**src/rtl/gray_sweep_ctrl_pkg.sv**
```systemverilog
// ============================================================================
// Module  : gray_sweep_ctrl_pkg
// Brief   : Shared FSM encodings, direction constants and a popcount helper.
// Rev     : 1.0  initial release
// ============================================================================
`default_nettype none

package gray_sweep_ctrl_pkg;

  localparam logic [1:0] ST_IDLE = 2'd0;
  localparam logic [1:0] ST_RUN  = 2'd1;
  localparam logic [1:0] ST_FIN  = 2'd2;

  localparam logic DIR_UP = 1'b0;
  localparam logic DIR_DN = 1'b1;

  function automatic int unsigned popcount32(input logic [31:0] v);
    int unsigned n;
    n = 0;
    for (int i = 0; i < 32; i++) begin
      n = n + int'(v[i]);
    end
    return n;
  endfunction

endpackage

`default_nettype wire

```
**src/rtl/gray_sweep_ctrl_bin2gray_conv.sv**
```systemverilog
// ============================================================================
// Module  : bin2gray_conv
// Brief   : Combinational binary-to-gray converter, gray = bin ^ (bin >> 1).
// Rev     : 1.0  initial release
// ============================================================================
`default_nettype none

module bin2gray_conv #(
  parameter int WIDTH = 4
) (
  input  logic [WIDTH-1:0] i_bin,
  output logic [WIDTH-1:0] o_gray
);

  assign o_gray = i_bin ^ (i_bin >> 1);

endmodule

`default_nettype wire

```
**src/rtl/gray_sweep_ctrl.sv**
```systemverilog
// ============================================================================
// Module  : gray_sweep_ctrl
// Brief   : Sweeps a binary value over [lo, hi] up or down, holding each code
//           hold+1 cycles, and presents binary + gray on registered outputs.
//           Optional gray-step self-check enabled by macro GRAY_CHECK_EN.
// Rev     : 1.0  initial release
// ============================================================================
`default_nettype none

module gray_sweep_ctrl
  import gray_sweep_ctrl_pkg::*;
#(
  parameter int WIDTH  = 4,
  parameter int HOLD_W = 8
) (
  input  logic              clk,
  input  logic              rst,
  input  logic              start,
  input  logic              stop,
  input  logic              dir,
  input  logic              loop,
  input  logic [WIDTH-1:0]  lo,
  input  logic [WIDTH-1:0]  hi,
  input  logic [HOLD_W-1:0] hold,
  output logic              busy,
  output logic              done,
  output logic              code_valid,
  output logic [WIDTH-1:0]  bin_out,
  output logic [WIDTH-1:0]  gray_out,
  output logic              err
);

  logic [1:0]        r_state;
  logic              r_dir;
  logic              r_loop;
  logic [WIDTH-1:0]  r_lo;
  logic [WIDTH-1:0]  r_hi;
  logic [HOLD_W-1:0] r_hold;
  logic [HOLD_W-1:0] r_cnt;
  logic              r_busy;
  logic              r_done;
  logic              r_cv;
  logic [WIDTH-1:0]  r_bin;
  logic [WIDTH-1:0]  r_gray;

  logic              w_go;
  logic              w_empty;
  logic              w_step;
  logic              w_restart;
  logic [WIDTH-1:0]  w_end;
  logic [WIDTH-1:0]  w_first;
  logic [WIDTH-1:0]  w_bin_nxt;
  logic [WIDTH-1:0]  w_gray_nxt;

  assign w_go    = (r_state == ST_IDLE) && start && !stop;
  assign w_empty = (lo > hi);
  assign w_end   = (r_dir == DIR_DN) ? r_lo : r_hi;
  assign w_first = (r_dir == DIR_DN) ? r_hi : r_lo;

  // End-bound compare gates the step, so the full range never wraps.
  always_comb begin
    w_bin_nxt = r_bin;
    w_step    = 1'b0;
    w_restart = 1'b0;
    if (w_go && !w_empty) begin
      w_bin_nxt = (dir == DIR_DN) ? hi : lo;
    end else if ((r_state == ST_RUN) && !stop && (r_cnt == '0)) begin
      if (r_bin != w_end) begin
        w_step    = 1'b1;
        w_bin_nxt = (r_dir == DIR_DN) ? (r_bin - WIDTH'(1)) : (r_bin + WIDTH'(1));
      end else if (r_loop) begin
        w_restart = 1'b1;
        w_bin_nxt = w_first;
      end
    end
  end

  bin2gray_conv #(.WIDTH(WIDTH)) u_conv (
    .i_bin  (w_bin_nxt),
    .o_gray (w_gray_nxt)
  );

  always_ff @(posedge clk or posedge rst) begin
    if (rst) begin
      r_state <= ST_IDLE;
      r_dir   <= 1'b0;
      r_loop  <= 1'b0;
      r_lo    <= '0;
      r_hi    <= '0;
      r_hold  <= '0;
      r_cnt   <= '0;
      r_busy  <= 1'b0;
      r_done  <= 1'b0;
      r_cv    <= 1'b0;
      r_bin   <= '0;
      r_gray  <= '0;
    end else begin
      r_bin  <= w_bin_nxt;
      r_gray <= w_gray_nxt;
      case (r_state)
        ST_IDLE: begin
          r_done <= 1'b0;
          r_cv   <= 1'b0;
          if (w_go) begin
            r_dir  <= dir;
            r_loop <= loop;
            r_lo   <= lo;
            r_hi   <= hi;
            r_hold <= hold;
            if (w_empty) begin
              r_state <= ST_FIN;
            end else begin
              r_cv    <= 1'b1;
              r_busy  <= 1'b1;
              r_cnt   <= hold;
              r_state <= ST_RUN;
            end
          end
        end
        ST_RUN: begin
          r_cv <= 1'b0;
          if (stop) begin
            r_busy  <= 1'b0;
            r_state <= ST_FIN;
          end else if (r_cnt != '0) begin
            r_cnt <= r_cnt - HOLD_W'(1);
          end else if (w_step || w_restart) begin
            r_cv  <= 1'b1;
            r_cnt <= r_hold;
          end else begin
            r_busy  <= 1'b0;
            r_state <= ST_FIN;
          end
        end
        ST_FIN: begin
          r_busy  <= 1'b0;
          r_cv    <= 1'b0;
          r_done  <= 1'b1;
          r_state <= ST_IDLE;
        end
        default: begin
          r_busy  <= 1'b0;
          r_cv    <= 1'b0;
          r_done  <= 1'b0;
          r_state <= ST_IDLE;
        end
      endcase
    end
  end

  assign busy       = r_busy;
  assign done       = r_done;
  assign code_valid = r_cv;
  assign bin_out    = r_bin;
  assign gray_out   = r_gray;

`ifdef GRAY_CHECK_EN
  logic r_err;
  logic w_full;
  logic w_bad_hd;

  // Loop restarts on a partial range jump arbitrarily and are exempt.
  assign w_full   = (r_lo == '0) && (r_hi == '1);
  assign w_bad_hd = (popcount32(32'(w_gray_nxt ^ r_gray)) != 32'd1);

  always_ff @(posedge clk or posedge rst) begin
    if (rst) begin
      r_err <= 1'b0;
    end else if (w_go) begin
      r_err <= 1'b0;
    end else if ((w_step || (w_restart && w_full)) && w_bad_hd) begin
      r_err <= 1'b1;
    end
  end

  assign err = r_err;
`else
  assign err = 1'b0;
`endif

endmodule

`default_nettype wire

```
**config.mk**
```make
export PLATFORM = sky130hd
export DESIGN_NAME = gray_sweep_ctrl
export DESIGN_NICKNAME = d
export VERILOG_FILES = /design/src/rtl/gray_sweep_ctrl_pkg.sv /design/src/rtl/gray_sweep_ctrl_bin2gray_conv.sv /design/src/rtl/gray_sweep_ctrl.sv
export SDC_FILE = /design/constraint.sdc
export NUM_CORES = 1
export LEC_CHECK = 0
export ABC_AREA = 1
export CAP_MARGIN = 20
export CORE_MARGIN = 5
export CORE_UTILIZATION = 45
export CTS_CLUSTER_DIAMETER = 120
export DETAILED_ROUTE_END_ITERATION = 7
export PLACE_DENSITY = 0.67
export SLEW_MARGIN = 15
export SYNTH_ARGS = -nofsm -noshare
export SYNTH_HDL_FRONTEND = slang
export SYNTH_HIERARCHICAL = 1
export SYNTH_SLANG_ARGS = --single-unit
```
**constraint.sdc**
```tcl
create_clock -name clk -period 3.24 [get_ports clk]
set_input_delay 0.972 -clock clk [delete_from_list [all_inputs] [get_ports clk]]
set_output_delay 0.972 -clock clk [all_outputs]
set_load 0.1 [all_outputs]
```
Yosys cells after proc, flatten, opt, wreduce, memory -nomap -nowiden
Cells that the tools add are included.
W data, S select, Z words.
- flip-flop bits (word level): 39
- bits of input ports: 22
- output and inout bits: 12
- logic and storage cells: 82
- $add $sub $neg: 3
- $lt $le $gt $ge: 1
- equal/unequal tests: 9
- mux-type cells: 40
- bitwise gates (word level): 1
- reduce and logical (&&, ||, !) cells: 16
- operator list (kind ; count):
    $mux W8 ; 5
    $mux W4 ; 8
    $mux W1 ; 17
    $pmux W8 S2 ; 1
    $mux W2 ; 5
    $logic_not A8 Y1 ; 1
    $reduce_bool A8 Y1 ; 1
    $sub A8 B1 Y8 const B ; 1
    $ne A2 B2 Y1 const B ; 3
    $ne A3 B3 Y1 const B ; 2
    $pmux W1 S2 ; 3
    $logic_and A1 B1 Y1 ; 5
    $reduce_and A5 Y1 ; 1
    $add A4 B1 Y4 const B ; 1
    $gt A4 B4 Y1 ; 1
    $ne A4 B4 Y1 ; 1
    $pmux W2 S2 ; 1
    $reduce_and A4 Y1 ; 1
    $sub A4 B1 Y4 const B ; 1
    $xor A4 B3 Y4 ; 1
    $ne A3 B1 Y1 const B ; 1
    $reduce_and A3 Y1 ; 1
    $eq A2 B1 Y1 const B ; 1
    $eq A2 B2 Y1 const B ; 1
    other kinds (5) ; 6

Depth between registers and ports, before layout
- depth in word-level cells: 10
- gate-level depth with buffers: 16
- mapped depth without buffers: 16

Modules after synthesis
The synthesis kept the hierarchy.
- by module, submodules not included (module ; instances ; cells an instance ; area each (um^2) ; seq. area each (um^2)):
    gray_sweep_ctrl ; 1 ; 337 ; 2471.1 ; 975.9
    bin2gray_conv ; 1 ; 14 ; 56.3 ; 0.0

Worst setup path after synthesis
No wires, ideal clock.
- kind: input to register
- start point: input port hi[1]
- end point: register r_gray[2], in the netlist gray_out[2]
- setup time: 0.116 ns
- arrival: 2.317 ns
- required time: 3.124 ns
- slack: 0.807 ns
- stages: 16
- path buffers: 0
- cells stage by stage: inv_1 ha_1 inv_1 nor2_1 o21ai_0 nand2_1 nand2_1 nand2_2 inv_1 nor2_1 nand2_1 nand2_1 nor2_1 inv_1 nand2_1 nand2_1
- longest elaborated chain between the ends: 5
- ends and longest elaborated chain (item ; line ; RTL):
    from (decl) ; gray_sweep_ctrl.sv:23 ; input logic [WIDTH-1:0] hi,
    $gt A4 B4 Y1 ; gray_sweep_ctrl.sv:56 ; assign w_empty = (lo > hi);
    $logic_not A1 Y1 ; gray_sweep_ctrl.sv:65 ; if (w_go && !w_empty) begin
    $logic_and A1 B1 Y1 ; gray_sweep_ctrl.sv:65 ;
    $mux W4 ; gray_sweep_ctrl.sv:65 ;
    net w_bin_nxt[2] ; gray_sweep_ctrl.sv:52 ; logic [WIDTH-1:0] w_bin_nxt;
    $xor A4 B3 Y4 ; gray_sweep_ctrl_bin2gray_conv.sv:15 ; assign o_gray = i_bin ^ (i_bin >> 1);
    net w_gray_nxt[2] ; gray_sweep_ctrl.sv:53 ; logic [WIDTH-1:0] w_gray_nxt;
    to (signal assigned) ; gray_sweep_ctrl.sv:99 ; r_gray <= w_gray_nxt;
    to (decl) ; gray_sweep_ctrl.sv:44 ; logic [WIDTH-1:0] r_gray;
The timed path passes the listed nets, and every way through them passes these cells.
A chain may end at the register's enable or synchronous reset.

Final worst setup path
Ends and elaborated chain as after synthesis.

==> run_results.csv <==
group,metric,value,unit
sta,rsz0062_at_grt,"no",
yosys,synthTopCellsByCount,"139 x nand2_1, 39 x dfrtp_1, 34 x inv_1",
yosys,synth.most_common_cell,"nand2_1",
sta,period_minus_slack,2830,ps
yosys,synth_enable_flop_cells,0,
drt,drt_first_pass_iters,4,
yosys,postSynthCellCount,351,
clocking,cts_tree,"done",
yosys,synth_cell_types,31,
floorplanning,die-area,7220,um^2
global_routing,grt_max_degree,40,
yosys,netlist_top_cells_area,"dfrtp_1 39%, nand2_1 21%, o21ai_0 5.1%, inv_1 5.0%, nand3_1 4.2%",
critical_path,setup.worst_path.start,"hi[1]",
clocking,h-tree-depth,2,
yosys,syn_nets,382,
placement,dp_hpwl,4.46,mm
yosys,synth-seq-area-share,0.386,
critical_path,crit_chain,"clkdlybuf4s50_1 -> inv_1 -> ha_1 -> inv_1 -> nor2_1 -> o21ai_0 -> nand2_1 -> nand2_1 -> nand2_2 -> inv_1 -> nor2_1 -> nand2_1 -> nand2_1 -> nor2_1 -> inv_1 -> nand2_1 -> nand2_1",
global_routing,grt_usage,0.183,
critical_path,critPathSlowestCell,"clkdlybuf4s50_1",
critical_path,crit_buf_inv,5,
sta,setup_viol,0,
yosys,synth-async-reset-ratio,1.00,
power,p_clk_frac,0.099,
global_routing,use_met1,0.226,
clocking,cts_root_buf,"clkbuf_8",
finish,drive_gt1_frac,0.110,
critical_path,max_stage_delay,470,ps
drt,drc_errors,0,
critical_path,crit_top_cell,"nand2_1",
run,maxCapViolations,0,
critical_path,start_kind,"input port",
finish,n_antenna_cell,0,
sta,finClkSkew,7.60,ps
critical_path,crit_path_end_kind,"register",
finish,final_core_util,0.536,
critical_path,cpLargestDelayFamily,"buffers and inverters",
global_routing,grt.busiest_layer,"met2",
yosys,yosys_register_bits,39,
sta,maxSlewHeadroom,0.614,
floorplanning,start_util,0.462,
power,vdd_ir_drop_max,0.438,mV
clocking,numCtsBuffers,5,
power,p_int,1.41,mW
power,pwr_density_cell,1030,nW/um^2
critical_path,critPathArrivalTime,3010,ps
sta,drv_slew,0,
sta,fin_crit_sh,0.874,
global_routing,grt_pass1_wl,10.7,mm
hold_path,hp-start,"done",
finish,fillers,546,
clocking,clock_sinks,39,
floorplanning,num_io_pins,34,
power,swShare,0.535,
yosys,yosys_most_used_dff,"dfrtp_1",
sta,max_freq,353,MHz
clocking,clk_pin_slew,70,ps
hold_path,hold_class,"reg -> reg",
sta,hold_viol_final,0,
finish,finalNetCount,413,
critical_path,required,3420,ps
floorplanning,core_area,5470,um^2
drt,via_per_inst,4.96,
clocking,cts_setup_buffers,0,
global_routing,met2_usage,0.319,
power,leakage,1.59,nW
yosys,syn_area,2530,um^2
finish,layout.cells.non_filler,453,
floorplanning,die_x,84.9,um
placement,dp_cells,447,
power,pwr-share-comb,0.600,
drt,antenna_left,0,
placement,place_congestion,0.920,
critical_path,r2r_start,"r_dir",
sta,finalSetupTns,0,ps
sta,worst_slew_pin_slew,577,ps
drt,num_vias,2249,
finish,area_growth,16.0,%
floorplanning,num_rows,27,
placement,place_ws,138,ps
placement,io_buffers,32,
global_routing,antenna_found_initial,0,
drt,wl_per_cell,13.3,um
clocking,cts_buffer_depth,2,
drt,postRouteWirelength,6.03,mm
yosys,syn_area_per_cell,7.20,um^2
global_routing,grt.met3_usage,0.0320,
clocking,postCtsHoldBufs,0,
yosys,synth_top_area_frac,0.386,
global_routing,gr-total-overflow,0,
power,seqPwrFrac,0.300,
global_routing,grt_pass1_vias,2312,
clocking,cts_resized,0,
power,p_switching,1.62,mW
floorplanning,die_y,84.9,um
yosys,yosysTopAreaCell,"dfrtp_1",
critical_path,cp_max_fo,5,
status,status,"complete, no violations",
power,p_total,3.03,mW
sta,worst_slack,409,ps
drt,drt_iter0_drc,121,
clocking,insertion_delay,290,ps
critical_path,path_class,"in -> reg",
yosys,synth-warning-count,6,
[cell families (layout without fill, tap and decap cells)]
family / Yosys count / in the layout / synth area share
other: 1 / 1 / 0.00148
flip-flops: 39 / 39 / 0.386
adder cells (fa/ha/maj): 9 / 9 / 0.0475
AO/OA/AOI/OAI: 35 / 35 / 0.0703
AND/OR/NAND/NOR: 211 / 211 / 0.387
buffers and inverters: 51 / 81 / 0.0901
XOR/XNOR: 5 / 5 / 0.0173
[metal layers]
| metal | up-vias | part of all wire |
|---|---|---|
| li1 | 1163 | - |
| met1 | 1020 | 0.44 |
| met2 | 47 | 0.49 |
| met3 | 19 | 0.042 |
| met4 | 0 | 0.027 |
| met5 | - | 0 |
[cells in the final DEF, fill, tap and decap left out, drive strengths merged]
| cell | synthesis | routed |
|---|---|---|
| nand2 | 144 | 144 |
| dfrtp | 39 | 39 |
| inv | 39 | 39 |
| nor2 | 29 | 29 |
| nand3 | 27 | 27 |
| o21ai | 26 | 26 |
| clkdlybuf4s50 | 0 | 21 |
| buf | 8 | 15 |
| nand4 | 9 | 9 |
| ha | 8 | 8 |
| a21oi | 7 | 7 |
| clkbuf | 4 | 6 |
| xnor2 | 3 | 3 |
| xor2 | 2 | 2 |
| a31oi | 1 | 1 |
| nand3b | 1 | 1 |
| nor3 | 1 | 1 |
| o22ai | 1 | 1 |
| fa | 1 | 1 |
| conb | 1 | 1 |
[sequential cells by signal (all words and copies together) (netlist names)]
register / cells
r_hi: 4
r_lo: 4
gray_out: 4
r_loop: 1
done: 1
r_dir: 1
busy: 1
r_cnt: 8
bin_out: 4
r_state: 2
r_hold: 8
code_valid: 1
[tightest hold or removal path, cell delays in order (launching register included)]
cell     delay, ps
dfrtp_1        350
nand2_1         50
nand2_1         40
[cell type report]
class	count	area, um^2	share of cell area
sequential	39	976	0.333
tap	72	90.1	0.0307
multi-input combinational	261	1320	0.452
clock buffer	6	72.6	0.0248
inverter	39	146	0.0499
timing repair buffer	36	323	0.110
[stage by stage]
stage	hold WS, ps	cell area (um^2)
global placement	456	2860
CTS	479	2930
finish	477	2930
floorplan	444	2530
detailed placement	460	2860
global route	495	2930
[final timing paths]
path / to / slack, ps / cells after the start
worst max-delay path: gray_out[2] / 410 / 17
worst min-delay path: done / 480 / 2
worst max register to register: gray_out[1] / 900 / 13
worst min register to register: done / 480 / 2
max in group asynchronous: gray_out[2] / 1780 / 3
min in group asynchronous: gray_out[3] / 1110 / 3
[power by group through the flow]
stage / Combinational, mW / Sequential (mW) / Clock (mW)
6_report: 1.82 / 0.908 / 0.301
5_1_grt: 2.04 / 0.938 / 0.327
4_1_cts: 1.83 / 0.906 / 0.308
3_5_place_dp: 1.83 / 0.915 / 0
3_3_place_gp: 1.81 / 0.909 / 0
2_1_floorplan: 1.09 / 1.28 / 0
Power figures use the tool's default switching activity.
